[config.mk]
export PLATFORM = sky130hd
export DESIGN_NAME = act_relu_quant
export DESIGN_NICKNAME = d
export VERILOG_FILES = /design/src/rtl/act_relu_quant.sv
export SDC_FILE = /design/constraint.sdc
export NUM_CORES = 1
export LEC_CHECK = 0
export CELL_PAD_IN_SITES_DETAIL_PLACEMENT = 1
export CELL_PAD_IN_SITES_GLOBAL_PLACEMENT = 2
export CORE_MARGIN = 2
export CORE_UTILIZATION = 35
export CTS_BUF_LIST = sky130_fd_sc_hd__clkbuf_8
export DETAILED_ROUTE_END_ITERATION = 7
export GPL_TIMING_DRIVEN = 0
export HOLD_SLACK_MARGIN = 0.05
export PLACE_DENSITY_LB_ADDON = 0.1
export SLEW_MARGIN = 20
export SYNTH_ARGS = -nofsm -noshare
export SYNTH_HDL_FRONTEND = slang
export SYNTH_SLANG_ARGS = --single-unit
[constraint.sdc]
create_clock -name clk -period 5.11 [get_ports clk]
set_input_delay 1.022 -clock clk [delete_from_list [all_inputs] [get_ports clk]]
set_output_delay 1.022 -clock clk [all_outputs]
set_load 0.01 [all_outputs]
[src/rtl/act_relu_quant.sv]
// Activation stage: psum + bias, ReLU, rounding right shift, unsigned saturation.
// Two-stage pipeline with an internal output-address counter and IDLE/RUN/DRAIN sequencing.
module act_relu_quant #(
  parameter int IN_WIDTH      = 24,
  parameter int DATA_WIDTH    = 8,
  parameter int ADDRESS_WIDTH = 10,
  parameter int SHIFT_WIDTH   = 5
) (
  input  logic                     clk,
  input  logic                     rst,
  input  logic                     start_i,
  input  logic [SHIFT_WIDTH-1:0]   cfg_shift_i,
  input  logic [IN_WIDTH-1:0]      cfg_bias_i,
  input  logic [ADDRESS_WIDTH-1:0] cfg_base_addr_i,
  input  logic                     psum_valid_i,
  input  logic                     psum_last_i,
  input  logic [IN_WIDTH-1:0]      psum_i,
  output logic                     act_last_o,
  output logic                     act_valid_o,
  output logic [DATA_WIDTH-1:0]    act_result_o,
  output logic [ADDRESS_WIDTH-1:0] act_result_address_o,
  output logic                     busy_o
);

  localparam int SUM_W  = IN_WIDTH + 1;
  // Wide enough that sum plus the largest rounding constant never overflows.
  localparam int WIDE_W = SUM_W + (1 << SHIFT_WIDTH);

  typedef enum logic [1:0] {
    ST_IDLE  = 2'd0,
    ST_RUN   = 2'd1,
    ST_DRAIN = 2'd2
  } state_e;

  state_e                   state_q, state_d;
  logic [SHIFT_WIDTH-1:0]   shift_q, shift_d;
  logic [IN_WIDTH-1:0]      bias_q, bias_d;
  logic [ADDRESS_WIDTH-1:0] addr_q, addr_d;

  logic                     s1_valid_q, s1_valid_d;
  logic                     s1_last_q, s1_last_d;
  logic [SUM_W-1:0]         s1_sum_q, s1_sum_d;
  logic [ADDRESS_WIDTH-1:0] s1_addr_q, s1_addr_d;

  logic                     act_valid_q, act_valid_d;
  logic                     act_last_q, act_last_d;
  logic [DATA_WIDTH-1:0]    act_result_q, act_result_d;
  logic [ADDRESS_WIDTH-1:0] act_addr_q, act_addr_d;

  logic                     start_s;
  logic                     accept_s;
  logic [WIDE_W-1:0]        wide_s;
  logic [WIDE_W-1:0]        rnd_s;
  logic [WIDE_W-1:0]        shifted_s;
  logic [DATA_WIDTH-1:0]    result_s;

  assign start_s  = start_i && (state_q == ST_IDLE);
  assign accept_s = psum_valid_i && (state_q == ST_RUN);

  // Sequencing: DRAIN ends as the last beat moves into the output registers.
  always_comb begin
    state_d = state_q;
    case (state_q)
      ST_IDLE: begin
        if (start_i) state_d = ST_RUN;
        else         state_d = ST_IDLE;
      end
      ST_RUN: begin
        if (accept_s && psum_last_i) state_d = ST_DRAIN;
        else                         state_d = ST_RUN;
      end
      ST_DRAIN: begin
        if (s1_valid_q && s1_last_q) state_d = ST_IDLE;
        else                         state_d = ST_DRAIN;
      end
      default: state_d = ST_IDLE;
    endcase
  end

  always_comb begin
    shift_d = shift_q;
    bias_d  = bias_q;
    addr_d  = addr_q;
    if (start_s) begin
      shift_d = cfg_shift_i;
      bias_d  = cfg_bias_i;
      addr_d  = cfg_base_addr_i;
    end else if (accept_s) begin
      addr_d  = addr_q + ADDRESS_WIDTH'(1);
    end else begin
      addr_d  = addr_q;
    end
  end

  always_comb begin
    s1_valid_d = accept_s;
    s1_last_d  = accept_s && psum_last_i;
    s1_sum_d   = s1_sum_q;
    s1_addr_d  = s1_addr_q;
    if (accept_s) begin
      s1_sum_d  = {psum_i[IN_WIDTH-1], psum_i} + {bias_q[IN_WIDTH-1], bias_q};
      s1_addr_d = addr_q;
    end else begin
      s1_sum_d  = s1_sum_q;
      s1_addr_d = s1_addr_q;
    end
  end

  // Stage 2 arithmetic: non-positive sums clamp to zero before rounding.
  always_comb begin
    wide_s    = '0;
    rnd_s     = '0;
    shifted_s = '0;
    result_s  = '0;
    if (s1_sum_q[SUM_W-1] || (s1_sum_q == '0)) begin
      result_s = '0;
    end else begin
      wide_s = {{(WIDE_W-SUM_W){1'b0}}, s1_sum_q};
      if (shift_q != '0) begin
        rnd_s = {{(WIDE_W-1){1'b0}}, 1'b1} << (shift_q - SHIFT_WIDTH'(1));
      end else begin
        rnd_s = '0;
      end
      shifted_s = (wide_s + rnd_s) >> shift_q;
      if (|shifted_s[WIDE_W-1:DATA_WIDTH]) begin
        result_s = '1;
      end else begin
        result_s = shifted_s[DATA_WIDTH-1:0];
      end
    end
  end

  always_comb begin
    act_valid_d  = s1_valid_q;
    act_last_d   = s1_valid_q && s1_last_q;
    act_result_d = act_result_q;
    act_addr_d   = act_addr_q;
    if (s1_valid_q) begin
      act_result_d = result_s;
      act_addr_d   = s1_addr_q;
    end else begin
      act_result_d = act_result_q;
      act_addr_d   = act_addr_q;
    end
  end

  // State, configuration, pipeline and output registers.
  always_ff @(posedge clk or posedge rst) begin
    if (rst) begin
      state_q      <= ST_IDLE;
      shift_q      <= '0;
      bias_q       <= '0;
      addr_q       <= '0;
      s1_valid_q   <= 1'b0;
      s1_last_q    <= 1'b0;
      s1_sum_q     <= '0;
      s1_addr_q    <= '0;
      act_valid_q  <= 1'b0;
      act_last_q   <= 1'b0;
      act_result_q <= '0;
      act_addr_q   <= '0;
    end else begin
      state_q      <= state_d;
      shift_q      <= shift_d;
      bias_q       <= bias_d;
      addr_q       <= addr_d;
      s1_valid_q   <= s1_valid_d;
      s1_last_q    <= s1_last_d;
      s1_sum_q     <= s1_sum_d;
      s1_addr_q    <= s1_addr_d;
      act_valid_q  <= act_valid_d;
      act_last_q   <= act_last_d;
      act_result_q <= act_result_d;
      act_addr_q   <= act_addr_d;
    end
  end

  assign act_valid_o          = act_valid_q;
  assign act_last_o           = act_last_q;
  assign act_result_o         = act_result_q;
  assign act_result_address_o = act_addr_q;
  assign busy_o               = (state_q != ST_IDLE);

endmodule
==> results of run 1 <==
-- repair_timing --
item / in CTS / in global routing
gates resized for setup: 24 / 45
pin swaps: 2 / 3
setup endpoints to repair: 8 / 8
setup buffers: 3 / 3
-- layer usage --
layer	share of wire (%)	wire, µm	global-route usage, %	vias up
li1	-	-	-	4052
met3	3.8	1090	3.29	48
met4	3.6	1050	9.09	0
met1	46	13400	32.5	3994
met5	0	0	0	-
met2	46	13500	39.0	180
-- power by group through the flow --
| stage | Sequential (mW) | Combinational, mW | Clock [mW] |
|---|---|---|---|
| after floorplan | 1.36 | 3.05 | 0 |
| after global placement | 1.44 | 4.30 | 0 |
| after detailed placement | 1.45 | 4.38 | 0 |
| after CTS | 1.47 | 4.44 | 0.533 |
| after global routing | 1.52 | 5.03 | 0.563 |
| final | 1.47 | 4.53 | 0.511 |
-- state kept, by name, summed over array words and instances (netlist names), 2 cells and up --
| name | count |
|---|---|
| state_q | 2 |
| shift_q | 5 |
| act_result_address_o | 10 |
| s1_sum_q | 25 |
| addr_q | 10 |
| act_result_o | 8 |
| s1_addr_q | 10 |
| bias_q | 24 |
-- logic make-up (layout without fill, tap and decap cells) --
group | after synthesis | in the layout
fa+ha+maj | 52 | 52
flops | 98 | 98
buf+inv | 84 | 191
mux | 30 | 30
xor+xnor | 38 | 38
simple gates | 440 | 440
compound gates | 316 | 316
-- layout make-up --
class | count | area (µm²)
Fill cell | 2922 | 13300
Sequential cell | 98 | 2460
Multi-Input combinational cell | 876 | 5740
Clock buffer | 9 | 124
Clock inverter | 7 | 76.3
Inverter | 26 | 111
Timing Repair Buffer | 96 | 961
Tap cell | 319 | 399
Buffer | 53 | 236
-- worst max-delay path, stage by stage, from the launching register on --
cell and delay [ns]:
sky130_fd_sc_hd__dfrtp_2 0.49, sky130_fd_sc_hd__inv_4 0.17, sky130_fd_sc_hd__clkbuf_4 0.29, sky130_fd_sc_hd__nand2_2 0.25
sky130_fd_sc_hd__nor2_1 0.17, sky130_fd_sc_hd__ha_1 0.24, sky130_fd_sc_hd__buf_2 0.19, sky130_fd_sc_hd__a21o_1 0.25
sky130_fd_sc_hd__a211oi_2 0.33, sky130_fd_sc_hd__a211o_1 0.22, sky130_fd_sc_hd__nand2_1 0.09, sky130_fd_sc_hd__or3_1 0.34
sky130_fd_sc_hd__and2_1 0.18, sky130_fd_sc_hd__mux4_2 0.53, sky130_fd_sc_hd__a2111oi_1 0.34, sky130_fd_sc_hd__nand4bb_1 0.18
sky130_fd_sc_hd__o211ai_2 0.22, sky130_fd_sc_hd__a41oi_2 0.17
-- layout by cell type, fill, tap and decap left out, types with 19 or more instances in the layout --
master and count:
sky130_fd_sc_hd__nand2_1 203, sky130_fd_sc_hd__clkbuf_1 30, sky130_fd_sc_hd__xor2_1 19, sky130_fd_sc_hd__nor2_1 89, sky130_fd_sc_hd__nor3_1 23, sky130_fd_sc_hd__dfrtp_1 95, sky130_fd_sc_hd__clkdlybuf4s50_1 88, sky130_fd_sc_hd__inv_1 21
sky130_fd_sc_hd__ha_1 50, sky130_fd_sc_hd__a21oi_1 69, sky130_fd_sc_hd__o21ai_0 68, sky130_fd_sc_hd__xnor2_1 19, sky130_fd_sc_hd__nand3_1 26
-- per-stage QoR --
step                 TNS (ns)  std cells
global route        -0.000506       1484
finish                      0       1484
detailed placement      -7.86       1467
floorplan                   0       1058
global placement       -24.07       1465
CTS                         0       1483
-- how the worst max path moves through the flow --
stage                                      start                          end  slack, ns
after CTS                 shift_q[2]$_DFFE_PP0P_  act_result_o[6]$_DFFE_PP0P_       0.01
final                     shift_q[1]$_DFFE_PP0P_  act_result_o[1]$_DFFE_PP0P_       0.29
after global routing      shift_q[2]$_DFFE_PP0P_  act_result_o[6]$_DFFE_PP0P_    -0.0005
after global placement    shift_q[1]$_DFFE_PP0P_  act_result_o[1]$_DFFE_PP0P_      -1.38
after detailed placement  shift_q[1]$_DFFE_PP0P_  act_result_o[6]$_DFFE_PP0P_      -1.02
after floorplan           shift_q[1]$_DFFE_PP0P_  act_result_o[1]$_DFFE_PP0P_       0.59
==> flow_summary.toml, run 1 <==
[outcome]
run_status = "finished, final reports clean"

[logic_synthesis]
synth_enable_flop_cells = 0
postSynthCellCount = 1058
synth_flop_cell = "sky130_fd_sc_hd__dfrtp_1"
synth.yosys.seq_area_share_pct = 29.4
synth.distinct_cells = 79
synth_seq_cells = 98
synth.most_common_cell = "sky130_fd_sc_hd__nand2_1"
post_synth_xor_area_fraction_pct = 3.99
async_reset_ff_share_pct = 100
synth_fa_ha_area_share_pct = 7.98
yosys-mux-area-fraction_pct = 4.70
synthSimpleGateAreaFrac_pct = 23.9
syn_nets = 1178
synthesis.area_um2 = 8340
library_cell_with_the_largest_summed_area_after_synthesis = "sky130_fd_sc_hd__dfrtp_1"
syn_avg_cell_area_um2 = 7.88
synth.cells.most_frequent = "sky130_fd_sc_hd__nand2_1 (208), sky130_fd_sc_hd__dfrtp_1 (98), sky130_fd_sc_hd__nor2_1 (90)"
largest_cells_by_area_after_synthesis = "sky130_fd_sc_hd__dfrtp_1 (29%), sky130_fd_sc_hd__nand2_1 (9.4%), sky130_fd_sc_hd__ha_1 (7.5%)"
dominant_combinational_cell_family_by_area_after_synthesis = "compound AO/OA/AOI/OAI gates"
warning_count_from_the_yosys_run = 0
synth-compound-area-share_pct = 26.0
synth_top_area_share_pct = 29.4

[floorplanning]
fp.dieW_um = 158
starting_density_pct = 35.6
die-height_um = 158
core_region_area_um2 = 23400
num_rows = 56
floorplan.die_area_um2 = 25100
num_io_pins = 89

[hold_path]
timing.hold.worst_endpoint = "bias_q[21]$_DFFE_PP0P_"
worstHoldPathType = "flop to flop"
min_delay_startpoint = "bias_q[21]$_DFFE_PP0P_"
min_path_cells = 2

[routing]
avgRoutedWirePerCell_um = 19.6
drtPass1Iterations = 5
via_density_per_instance = 5.58
drtIter0Drc = 392
remaining_drc_errors = 0
antenna_violating_nets_post_route = 0
via_count = 8274
wirelength_mm = 29.1

[power]
p_switching_mw = 3.42
share_clk_of_total_power_pct = 7.9
worst_ir_drop_vdd_v = 0.000172
seqPwrFrac_pct = 22.5
swShare_pct = 52.6
power_density_nw_per_um2 = 644
total_power_mw = 6.51
combPwrFrac_pct = 69.6
power.leakage_nw = 4.35
internal_power_mw = 3.09

[clock_network]
cts-buffers-inserted = 9
clkSlewWorstSetupHoldPaths_ns = 0.11
cts_tree = "yes"
cts_hold_bufs = 0
cts_sinks = 98
clk-insertion-delay-late_ns = 0.39
cts_max_path_buffers = 2
cts.htree.levels = 3
root_buffer = "sky130_fd_sc_hd__clkbuf_8"

[timing]
maxClockFrequency_mhz = 207
postLayoutSetupSlackWorst_ns = 0.288
minimum_period_implied_by_the_final_worst_setup_slack_ns = 4.82
hold_slack_ns = 0.486
finalHoldViolations = 0
max-slew-margin-rel_pct = 53.5
post-route-period-util_pct = 94.4
finalSetupViolCount = 0
drv_slew = 0
skew_ns = 0.0183
least_margin_pin_slew_ns = 0.698

[global_route]
grt_remaining_overflow = 0
grt_usage_pct = 24.0
grt_first_pass_wirelength_mm = 46.9
antenna_violations_before_repair = 0
grt_pass1_vias = 8547
maximum_number_of_pins_on_one_net_before_global_route_repair = 72

[flow_run]
max_cap_viol_count = 0

[worst_setup_path]
setup.worst_path.start_class = "flop"
worstReg2RegEnd = "act_result_o[1]$_DFFE_PP0P_"
crit_path_end_kind = "flop"
r2r_cells = 17
path_class = "flop to flop"
r2r_start = "shift_q[1]$_DFFE_PP0P_"
cp.arrival_ns = 5.08
ff2ff_setup_slack_ns = 0.29
cp_data_required_time_ns = 5.37
critPathMaxFanout = 10

[placement]
pre_cts_ws_ns = -1.02
gp_routability_congestion = 0.876
portBuffers = 88
detailed_place.area_um2 = 9670
dp.final_hpwl_mm = 23.2

[final_layout]
net_total_in_the_final_layout = 1280
insertedDiodeCount = 0
layout-area-overhead-vs-synth_pct = 21.2
post_route_cells_drive_above_1_share_pct = 10.9
design_area_um2 = 10100
layout.core_utilization_pct = 43.2
Note: power is estimated with default switching activity, not from simulation.
==> inputs of run 2 (changes only) <==
--- a/config.mk
+++ b/config.mk
@@ -11,6 +11,7 @@
 export CORE_UTILIZATION = 35
 export CTS_BUF_LIST = sky130_fd_sc_hd__clkbuf_8
 export DETAILED_ROUTE_END_ITERATION = 7
+export GPL_ROUTABILITY_DRIVEN = 0
 export GPL_TIMING_DRIVEN = 0
 export HOLD_SLACK_MARGIN = 0.05
 export PLACE_DENSITY_LB_ADDON = 0.1
==> results of run 2 <==
Same layout as run 1: the final DEF is identical, and so are final timing and power.
